$ cat src/rtl/uart_tx_param.sv
// Parameterised UART transmitter: start, DATA_BITS LSB-first, optional parity, STOP_BITS stop bits.
// Frame lasts NBITS*CLKS_PER_BIT cycles from accept; Tx_Ready only in IDLE, so busy frames backpressure the source.
module uart_tx_param #(
  parameter int DATA_BITS    = 8,
  parameter int CLKS_PER_BIT = 16,
  parameter int PARITY_MODE  = 1,
  parameter int STOP_BITS    = 1
) (
  input  logic                 Clk,
  input  logic                 Rst,
  input  logic [DATA_BITS-1:0] Tx_Data,
  input  logic                 Tx_Valid,
  output logic                 Tx_Ready,
  output logic                 Serial_Out,
  output logic                 UBusy,
  output logic                 Tx_Done
);

  localparam int BW = (CLKS_PER_BIT > 1) ? $clog2(CLKS_PER_BIT) : 1;
  localparam int CW = $clog2(DATA_BITS + 1);
  localparam logic [BW-1:0] BAUD_LAST = BW'(CLKS_PER_BIT - 1);
  localparam logic [CW-1:0] DATA_LAST = CW'(DATA_BITS - 1);
  localparam logic [CW-1:0] STOP_LAST = CW'(STOP_BITS - 1);
  localparam logic          ODD_PAR   = (PARITY_MODE == 2);
  localparam logic          HAS_PAR   = (PARITY_MODE != 0);

  typedef enum logic [2:0] {
    S_IDLE,
    S_START,
    S_DATA,
    S_PARITY,
    S_STOP
  } state_t;

  state_t                 state_q, state_d;
  logic [BW-1:0]          baud_q, baud_d;
  logic [CW-1:0]          bit_q, bit_d;
  logic [DATA_BITS-1:0]   shreg_q, shreg_d;
  logic                   par_q, par_d;
  logic                   ser_d, busy_d, done_d;
  logic                   bit_end;

  assign Tx_Ready = (state_q == S_IDLE);

  always_ff @(posedge Clk or negedge Rst) begin
    if (!Rst) begin
      state_q    <= S_IDLE;
      baud_q     <= '0;
      bit_q      <= '0;
      shreg_q    <= '0;
      par_q      <= 1'b0;
      Serial_Out <= 1'b1;
      UBusy      <= 1'b0;
      Tx_Done    <= 1'b0;
    end else begin
      state_q    <= state_d;
      baud_q     <= baud_d;
      bit_q      <= bit_d;
      shreg_q    <= shreg_d;
      par_q      <= par_d;
      Serial_Out <= ser_d;
      UBusy      <= busy_d;
      Tx_Done    <= done_d;
    end
  end

  always_comb begin
    state_d = state_q;
    baud_d  = baud_q;
    bit_d   = bit_q;
    shreg_d = shreg_q;
    par_d   = par_q;
    ser_d   = Serial_Out;
    busy_d  = UBusy;
    done_d  = 1'b0;
    bit_end = (baud_q == BAUD_LAST);

    // Baud counter free-runs inside a frame; every wrap marks the end of one serial bit.
    if (state_q != S_IDLE) begin
      baud_d = bit_end ? '0 : baud_q + 1'b1;
    end

    case (state_q)
      S_IDLE: begin
        if (Tx_Valid) begin
          state_d = S_START;
          shreg_d = Tx_Data;
          par_d   = (^Tx_Data) ^ ODD_PAR;
          ser_d   = 1'b0;
          busy_d  = 1'b1;
          baud_d  = '0;
          bit_d   = '0;
        end
      end
      S_START: begin
        if (bit_end) begin
          state_d = S_DATA;
          ser_d   = shreg_q[0];
          shreg_d = shreg_q >> 1;
          bit_d   = '0;
        end
      end
      S_DATA: begin
        if (bit_end) begin
          if (bit_q == DATA_LAST) begin
            bit_d = '0;
            if (HAS_PAR) begin
              state_d = S_PARITY;
              ser_d   = par_q;
            end else begin
              state_d = S_STOP;
              ser_d   = 1'b1;
            end
          end else begin
            bit_d   = bit_q + 1'b1;
            ser_d   = shreg_q[0];
            shreg_d = shreg_q >> 1;
          end
        end
      end
      S_PARITY: begin
        if (bit_end) begin
          state_d = S_STOP;
          ser_d   = 1'b1;
          bit_d   = '0;
        end
      end
      S_STOP: begin
        if (bit_end) begin
          if (bit_q == STOP_LAST) begin
            state_d = S_IDLE;
            ser_d   = 1'b1;
            busy_d  = 1'b0;
            done_d  = 1'b1;
            bit_d   = '0;
          end else begin
            bit_d = bit_q + 1'b1;
          end
        end
      end
      default: begin
        state_d = S_IDLE;
        ser_d   = 1'b1;
        busy_d  = 1'b0;
      end
    endcase
  end

endmodule

$ cat config.mk
export PLATFORM = sky130hd
export DESIGN_NAME = uart_tx_param
export DESIGN_NICKNAME = d
export VERILOG_FILES = /design/src/rtl/uart_tx_param.sv
export SDC_FILE = /design/constraint.sdc
export NUM_CORES = 1
export LEC_CHECK = 0
export CORE_MARGIN = 2
export CORE_UTILIZATION = 55
export DETAILED_ROUTE_END_ITERATION = 8
export GPL_TIMING_DRIVEN = 0
export HOLD_SLACK_MARGIN = 0.08
export PLACE_DENSITY = 0.83
export SYNTH_ARGS = -nofsm -noshare
export SYNTH_HDL_FRONTEND = slang
export SYNTH_SLANG_ARGS = --single-unit
$ cat constraint.sdc
create_clock -name Clk -period 2.1 [get_ports Clk]
set_input_delay 0.21 -clock Clk [delete_from_list [all_inputs] [get_ports Clk]]
set_output_delay 0.21 -clock Clk [all_outputs]
set_load 0.03 [all_outputs]
==> results.md, run 1 <==
- Outcome: finished, final reports clean
- Num CTS Buffers: 3
- Power Dens Cells: 454 mW/mm²
- Min-Delay Path Class: input pin to asynchronous set/reset pin
- Ys flop type: dfrtp_1
- Reg-to-Reg Start: baud_q[0]
- Worst IR Drop VDD: 0.000393 V
- H-tree depth: 1
- Netlist cell types: 46
- Vias: 1,067
- Slew headroom: 0.320
- Antenna Cells: 0
- Worst slew pin tran: 1.02 ns
- Crit path time final: 1.97 ns
- CTS tree: done
- I/O Buffers: 14
- Flip-flop and latch area: 577 µm²
- Fillers: about 200
- Final #Nets: 164
- Final period utilization: 0.937
- Slowest CP cell: dfrtp_1
- Netlist Area Pre-Place: about 0.0014 mm²
- Clock sink count: 23
- Synth Warn #: 0
- Antenna violations before repair: 0
- Delay-heaviest family, CP: flip-flops
- First-pass GRT wire length: 4710 µm
- I/O pin count: 15
- Worst reg-to-reg path cell count: 5
- Antenna-violating nets left: 0
- Synth-to-layout area growth: 14.2%
- Clk Latency, worst-skew pair: 0.32 ns
- Crit. End Element: register
- Crit Path Class: register to register
- Flop2flop setup slack: 0.13 ns
- Detailed placer's ending HPWL: 2160 µm
- Die X: around 55 µm
- Unrepaired setup endpoints after global routing: no
- Crit path max fanout: 8
- Syn nets: 145
- CP cell instances: ha_1 -> and3_4 -> nand3b_1 -> a31oi_4 -> mux2_2
- Clock root cell: clkbuf_4
- Final hold violation count: 0
- Die area: just under 0.003 mm²
- Die height: about 55 µm
- Largest net degree at the start of global routing: 24
- Core ar.: ~0.0025 mm²
- Crit path largest cell delay: about 0.42 ns
- R2R Path End: shreg_q[2]
- Final worst slack: about 0.13 ns
- Area of the multi-input gates: 777 µm²
- Share of layout cells above drive strength 1: 0.242
- Average size of a mapped cell: 10.7 µm²
- TNS Setup: 0 ns
- Final Util: 0.654
- Max-cap check violation count: 0
- Wire per inst: 16.3 µm
- DR DRC count: 0
- Grt total ovfl: 0
- Async SR Flop Fraction: 1.00
- Drt first pass iters: 4
- Sequential area share after synthesis: 0.411
- Skew final: 0.00466 ns
- Vias per inst: 5.96
- Worst slack at placement: 0.101 ns
- Setup crit start kind: register
- Max Slew Vio Count: 0
- Row count: 18
- All-Layer GR Usage: 0.226
- Leak Pwr: ~0.72 nW
- CP Data Required Time: 2.31 ns
- Arr. time, crit path: 2.18 ns
- Post-CTS setup buffers: 0
- Yosys reg bits: 23
- Reg clk slew, reported paths: 0.13 ns
- Synth Instances: 131
- Initial Utilization: 0.572
- EDFF count, synth: 0
- Overall routed net length: 2920 µm
- Endpoints failing setup: 0
- RD Place Congestion: ~0.8
- Longest Clk Path Bufs: 2
- DR iter-0 viols: 11
- Vias in the first global route: ~1,000
- Critical path buffers and inverters: 0
- Worst Hold Slack: between 0.4 and 0.5 ns
- F_max: 508 MHz
- Total power: about 0.73 mW
-- worst max-delay path by stage --
stage               startpoint         end  slack (ns)  cells after the start
floorplan             bit_q[0]  shreg_q[0]        0.40                      5
global placement      Tx_Valid    bit_q[0]        0.13                      5
detailed placement    Tx_Valid    bit_q[0]        0.10                      5
CTS                 state_q[1]    Tx_Ready        0.05                      4
global route         baud_q[0]  shreg_q[2]        0.02                      5
finish               baud_q[0]  shreg_q[2]        0.13                      5
-- layout by cell type (no fill, tap or decap), drive strengths merged, types with 4 or more instances in the layout --
| cell type | count |
|---|---|
| a21oi | 6 |
| inv | 5 |
| clkdlybuf4s50 | 13 |
| buf | 4 |
| o21ai | 4 |
| dfrtp | 22 |
| nand2 | 7 |
| nand3b | 4 |
| xnor2 | 8 |
| nor2 | 12 |
| clkbuf | 4 |
| mux2 | 15 |
-- through the flow --
| step | instances | cell area, µm² |
|---|---|---|
| 2_1_floorplan | 131 | 1410 |
| 3_3_place_gp | 175 | 1580 |
| 3_5_place_dp | 175 | 1580 |
| 4_1_cts | 179 | 1610 |
| 5_1_grt | 179 | 1610 |
| 6_report | 179 | 1610 |
-- repair_timing --
| item | in CTS | in global routing |
|---|---|---|
| gates resized for setup | 1 | 2 |
| endpoints found under the setup margin | 1 | 1 |
| hold buffers | 0 | 0 |
-- kinds of logic (layout without fill, tap and decap cells) --
kind of cell,Yosys count,count (layout),share of synthesized area
flops,23,23,0.411
mux,18,18,0.144
compound gates,25,25,0.137
fa+ha+maj,3,3,0.0267
simple gates,45,45,0.195
buf+inv,9,27,0.0365
xor+xnor,8,8,0.0499
-- routing by layer --
layer  wire length [µm]  up-vias  track usage
li1                   -      514            -
met1               1270      519        0.285
met2               1490       23        0.384
met3                 73       11       0.0246
met4                 92        0        0.113
met5                  0        -            0
-- Yosys cell counts (2+ instances only) --
library cell,number,area [µm²]
mux2_2,14,158
a211oi_1,2,15.0
dfrtp_1,22,551
nor2_1,11,41.3
ha_1,3,37.5
o31ai_1,2,15.0
mux2i_1,3,30.0
nand2_1,7,26.3
nand3b_1,4,30.0
inv_1,4,15.0
buf_2,2,10.0
and2_1,2,12.5
nand2b_1,2,12.5
or3b_1,2,17.5
and3_1,2,12.5
nor3b_1,2,15.0
nor3_1,2,10.0
a21oi_1,5,25.0
buf_6,2,22.5
nand3_1,2,10.0
o21ai_0,4,20.0
xnor2_1,8,70.1
-- flip-flops by register name (all words and copies together) (netlist names) --
name,count
Tx_Done,1
bit_q,4
par_q,1
UBusy,1
baud_q,4
shreg_q,8
Serial_Out,1
state_q,3
-- where the power goes --
group	switching, mW	leakage (nW)	internal [mW]
registers	0.00346	0.291	0.448
clock network	0.136	0.0177	0.0714
logic	0.0301	0.408	0.0390
-- worst register-to-register path, delay by kind of cell, from the launching register on --
family                     cells  cell delay [ns]
DFF                            1             0.42
muxes                          1             0.39
AOI/OAI and AO/OA              1             0.38
adders and majority gates      1             0.27
and+or+nand+nor                2             0.41
-- final cells by class --
type,instances,share of cell area
plain buffers,4,0.0203
clock buffers,3,0.0140
well taps,30,0.0234
repair buffers,14,0.0842
multi-input cells,99,0.484
inverters,5,0.0117
flip-flops and latches,23,0.359
clock inverters,1,0.00312
Note: power is estimated with default switching activity, not from simulation.
==> inputs of run 2 (changes only) <==
CORE_MARGIN = not set   (was 2)
==> results.md, run 2 (synthesized netlist as in run 1, its figures left out) <==
- Outcome: finished, final reports clean
- Worst reg-to-reg path cell count: 5
- Leak Pwr: 0.717 nW
- Top sig layer: met4
- Worst IR Drop VDD: 0.000507 V
- Met2 wire length: 1330 µm
- Largest registers: shreg_q: 8 flops, baud_q: 4 flops, bit_q: 4 flops
- Slew headroom: 0.333
- First-pass GRT wire length: between 4000 and 5000 µm
- Vias in the first global route: 1,045
- Commonest non-fill, non-tap cell in the layout: dfrtp_1
- Share of layout cells above drive strength 1: 0.235
- TNS Setup: 0 ns
- Die X: 52.5 µm
- Clock sink count: 23
- Crit path largest cell delay: 0.45 ns
- Row count: 17
- CP cell instances: buf_6 -> or3_4 -> inv_2 -> clkdlybuf4s15_1
- Worst Hold Slack: 0.426 ns
- RD Place Congestion: between 0.9 and 1
- Min-Delay Path Class: input pin to asynchronous set/reset pin
- Final period utilization: 0.958
- Final hold violation count: 0
- Crit path max fanout: 10
- Setup crit start kind: register
- CP Data Required Time: between 1.5 and 2 ns
- Commonest cells after routing, fill and taps aside: dfrtp_1 (22), mux2_2 (14), clkdlybuf4s50_1 (13)
- Grt total ovfl: 0
- Final #Nets: 164
- I/O pin count: 15
- Power Dens Cells: 452 mW/mm²
- Num CTS Buffers: 3
- Core ar.: between 0.002 and 0.0025 mm²
- Antenna-violating nets left: 0
- Antenna violations before repair: 0
- Worst slew pin tran: approximately 1 ns
- Crit Path Class: register to output pin
- Routed wl met3: 121 µm
- R2R Path End: shreg_q[2]
- Vias per inst: 6.14
- CTS tree: done
- H-tree depth: 1
- I/O Buffers: 14
- Arr. time, crit path: 1.80 ns
- Slowest CP cell: dfrtp_1
- Max Slew Vio Count: 0
- Crit path time final: 2.01 ns
- Critical path buffers and inverters: 3
- All-Layer GR Usage: 0.238
- Initial Utilization: 0.606
- Reg-to-Reg Start: baud_q[0]
- Delay-heaviest family, CP: buffers and inverters
- Skew final: ~0.0057 ns
- Endpoints failing setup: 0
- Crit. End Element: output pin
- Post-Route M1 WL: between 1000 and 1500 µm
- Die height: 52.5 µm
- Synth-to-layout area growth: 14.4%
- F_max: between 400 and 500 MHz
- Drt first pass iters: 4
- Largest register FFs: 8
- Overall routed net length: between 2000 and 3000 µm
- Wire per inst: 15.4 µm
- DR iter-0 viols: 37
- Clock root cell: clkbuf_4
- Fillers: 178
- Die area: roughly 0.0028 mm²
- Clk Latency, worst-skew pair: 0.31 ns
- Flop2flop setup slack: ~0.18 ns
- Reg clk slew, reported paths: between 0.1 and 0.15 ns
- Largest net degree at the start of global routing: 24
- Longest Clk Path Bufs: 2
- Max-cap check violation count: 0
- Vias: between 1,000 and 1,500
- DR DRC count: 0
- Most flops, register: shreg_q
- Unrepaired setup endpoints after global routing: no
- Detailed placer's ending HPWL: around 2000 µm
- Antenna Cells: 0
- Post-CTS setup buffers: 0
## run 2: cell count changes in the layout (fill, tap and decap cells not counted), sizes merged
cell           previous run  this run
clkdlybuf4s15             0         1
clkbuf                    4         3
## run 2: layout make-up
| class | instances | area (µm²) | area share |
|---|---|---|---|
| Multi-Input combinational cell | 99 | 777 | 0.483 |
| Sequential cell | 23 | 577 | 0.359 |
| Timing Repair Buffer | 14 | 140 | 0.0872 |
| Tap cell | 28 | 35.0 | 0.0218 |
| Buffer | 4 | 32.5 | 0.0202 |
| Clock buffer | 3 | 22.5 | 0.0140 |
| Inverter | 5 | 18.8 | 0.0117 |
| Clock inverter | 1 | 5.00 | 0.00311 |
## run 2: where the power goes
group          switching (mW)  internal [mW]  total [mW]  leakage (nW)
clock network           0.135         0.0712       0.207        0.0177
registers             0.00349          0.448       0.452         0.291
logic                  0.0298         0.0390      0.0689         0.408
## run 2: worst max-delay path by stage
stage,from,end,slack (ns),cells after the start
CTS,state_q[1],Tx_Ready,0.06,4
floorplan,bit_q[0],shreg_q[0],0.40,5
finish,state_q[1],Tx_Ready,0.09,4
detailed placement,Tx_Valid,shreg_q[2],0.12,4
global placement,Tx_Valid,shreg_q[4],0.13,4
global route,state_q[1],Tx_Ready,0.02,4
## run 2: per-stage QoR
| step | setup WS (ns) | power (mW) | cells | area, µm² | utilization |
|---|---|---|---|---|---|
| 2_1_floorplan | 0.399 | 0.491 | 131 | 1410 | - |
| 3_3_place_gp | 0.129 | 0.527 | 173 | 1580 | 0.682 |
| 3_5_place_dp | 0.117 | 0.530 | 173 | 1580 | 0.682 |
| 4_1_cts | 0.0573 | 0.736 | 177 | 1610 | 0.693 |
| 5_1_grt | 0.0246 | 0.767 | 177 | 1610 | 0.693 |
| 6_report | 0.0878 | 0.727 | 177 | 1610 | 0.693 |
## run 2: metal layers
metal  up-vias  track usage
li1        516            -
met4         0       0.0746
met1       537        0.306
met5         -            0
met3         4       0.0667
met2        30        0.386
## run 2: what timing repair did
action	CTS	global route
hold buffers	0	0
gates resized for setup	1	1
endpoints found under the setup margin	1	1
==> inputs of run 3 (changes only) <==
GPL_TIMING_DRIVEN = 1   (was 0)
==> results.md, run 3 (synthesized netlist as in run 1, its figures left out) <==
- Outcome: finished, final reports clean
- Die height: 52.5 µm
- Routed wl met3: 54 µm
- Antenna-violating nets left: 0
- Endpoints failing setup: 0
- Row count: 17
- Flop2flop setup slack: 0.15 ns
- Power Dens Cells: 454 mW/mm²
- First-pass GRT wire length: 4950 µm
- Leak Pwr: 0.726 nW
- Min-Delay Path Class: input pin to asynchronous set/reset pin
- Num CTS Buffers: 3
- Final period utilization: 0.928
- Reg-to-Reg Start: baud_q[0]
- Slew headroom: 0.725
- R2R Path End: shreg_q[3]
- Share of layout cells above drive strength 1: 0.238
- TNS Setup: 0 ns
- Drt first pass iters: 4
- Vias in the first global route: around 1,100
- Worst reg-to-reg path cell count: 5
- CP cell instances: ha_1 -> and3_4 -> nand3b_1 -> a31oi_4 -> mux2_2
- Commonest cells after routing, fill and taps aside: dfrtp_1 (22), mux2_2 (14), clkdlybuf4s50_1 (13)
- Met2 wire length: approximately 1500 µm
- F_max: 513 MHz
- Antenna Cells: 0
- Worst path depth: 5
- DR iter-0 viols: 38
- Initial Utilization: 0.606
- Largest net degree at the start of global routing: 24
- Worst slew pin tran: ~0.41 ns
- Synth-to-layout area growth: 15.1%
- Final #Nets: 166
- Fillers: ~170
- Clock sink count: 23
- Sw frac: 0.234
- Wire per inst: 16.2 µm
- Clock root cell: clkbuf_4
- Delay-heaviest family, CP: simple AND/OR/NAND/NOR gates
- Setup crit start kind: register
- I/O Buffers: 14
- Crit path largest cell delay: 0.41 ns
- Vias per inst: 5.87
- H-tree depth: 1
- Vias: 1,051
- Clk Latency, worst-skew pair: around 0.32 ns
- All-Layer GR Usage: 0.252
- Skew final: 0.00203 ns
- Final worst slack: 0.151 ns
- CP Data Required Time: 2.32 ns
- Total power: 0.735 mW
- Most flops, register: shreg_q
- Commonest non-fill, non-tap cell in the layout: dfrtp_1
- Crit Path Class: register to register
- Detailed placer's ending HPWL: 2130 µm
- RD Place Congestion: 0.857
- Grt total ovfl: 0
- DR DRC count: 0
- Critical path buffers and inverters: 0
- Post-Route M1 WL: about 1300 µm
- Worst IR Drop VDD: 0.000424 V
- Top sig layer: met4
- Die X: 52.5 µm
- Arr. time, crit path: 2.17 ns
- Combinational power share: 0.097
- CTS tree: done
- Final hold violation count: 0
- Crit. End Element: register
- Slowest CP cell: dfrtp_1
- Crit path max fanout: 8
- Flip-flop and latch area: 577 µm²
- Post-CTS setup buffers: 0
- Die area: 0.00276 mm²
- Largest registers: shreg_q: 8 flops, baud_q: 4 flops, bit_q: 4 flops
- I/O pin count: 15
- Core ar.: 0.00232 mm²
- Largest register FFs: 8
- Seq pwr share: 0.614
- Unrepaired setup endpoints after global routing: no
- Int Pwr: approximately 0.56 mW
- Overall routed net length: a little under 3000 µm
- Antenna violations before repair: 0
- Longest Clk Path Bufs: 2
- Max Slew Vio Count: 0
- Reg clk slew, reported paths: about 0.13 ns
- Hold-fix buffers at CTS: 0
- Clock network fraction of total power: 0.290
- Max-cap check violation count: 0
- P_sw: 0.172 mW
- Worst slack at placement: 0.136 ns
- Crit path time final: 1.95 ns
- Area of the multi-input gates: 777 µm²
## run 3: cell count changes in the layout (fill, tap and decap cells not counted)
cell,before,now
buf_4,0,6
buf_2,2,0
buf_6,2,0
clkbuf_1,0,1
clkdlybuf4s15_1,1,0
clkinv_2,1,0
dlygate4sd2_1,0,1
## run 3: worst max-delay path by stage
stage	from	end	slack, ns
2_1_floorplan	bit_q[0]	shreg_q[0]	0.40
3_3_place_gp	Tx_Valid	bit_q[0]	0.17
3_5_place_dp	Tx_Valid	shreg_q[3]	0.14
4_1_cts	baud_q[0]	shreg_q[3]	0.16
5_1_grt	baud_q[0]	shreg_q[3]	0.05
6_report	baud_q[0]	shreg_q[3]	0.15
## run 3: timing repair
action                     CTS  global route
gates resized for setup      1             0
setup endpoints to repair    1             0
hold endpoints to repair     0             0
## run 3: final cells by class
cell class                 instances  share of cell area
clock buffer                       4              0.0162
inverter                           5              0.0116
timing repair buffer              20               0.114
multi-input combinational         99               0.480
tap                               28              0.0217
sequential                        23               0.357
## run 3: power groups by stage
stage          clock network (mW)  registers, mW  logic, mW
3_5_place_dp                    0          0.460     0.0714
6_report                    0.213          0.451     0.0709
4_1_cts                     0.221          0.451     0.0719
5_1_grt                     0.234          0.452     0.0774
3_3_place_gp                    0          0.459     0.0692
2_1_floorplan                   0          0.462     0.0299
## run 3: worst register-to-register path, stage by stage, from the launching register on
cell	delay, ns
dfrtp_1	0.41
ha_1	0.26
and3_4	0.25
nand3b_1	0.18
a31oi_4	0.38
mux2_2	0.38
## run 3: routing by layer
| metal | up-vias | GRT usage |
|---|---|---|
| li1 | 524 | - |
| met1 | 507 | 0.322 |
| met2 | 15 | 0.418 |
| met3 | 5 | 0.0377 |
| met4 | 0 | 0.114 |
| met5 | - | 0 |
## run 3: per-stage QoR
step	area (µm²)	std cells	hold slack [ns]	utilization
5_1_grt	1620	179	0.263	0.698
3_3_place_gp	1590	175	0.485	0.687
2_1_floorplan	1410	131	-0.0856	-
3_5_place_dp	1590	175	0.491	0.687
4_1_cts	1620	179	0.224	0.698
6_report	1620	179	0.226	0.698
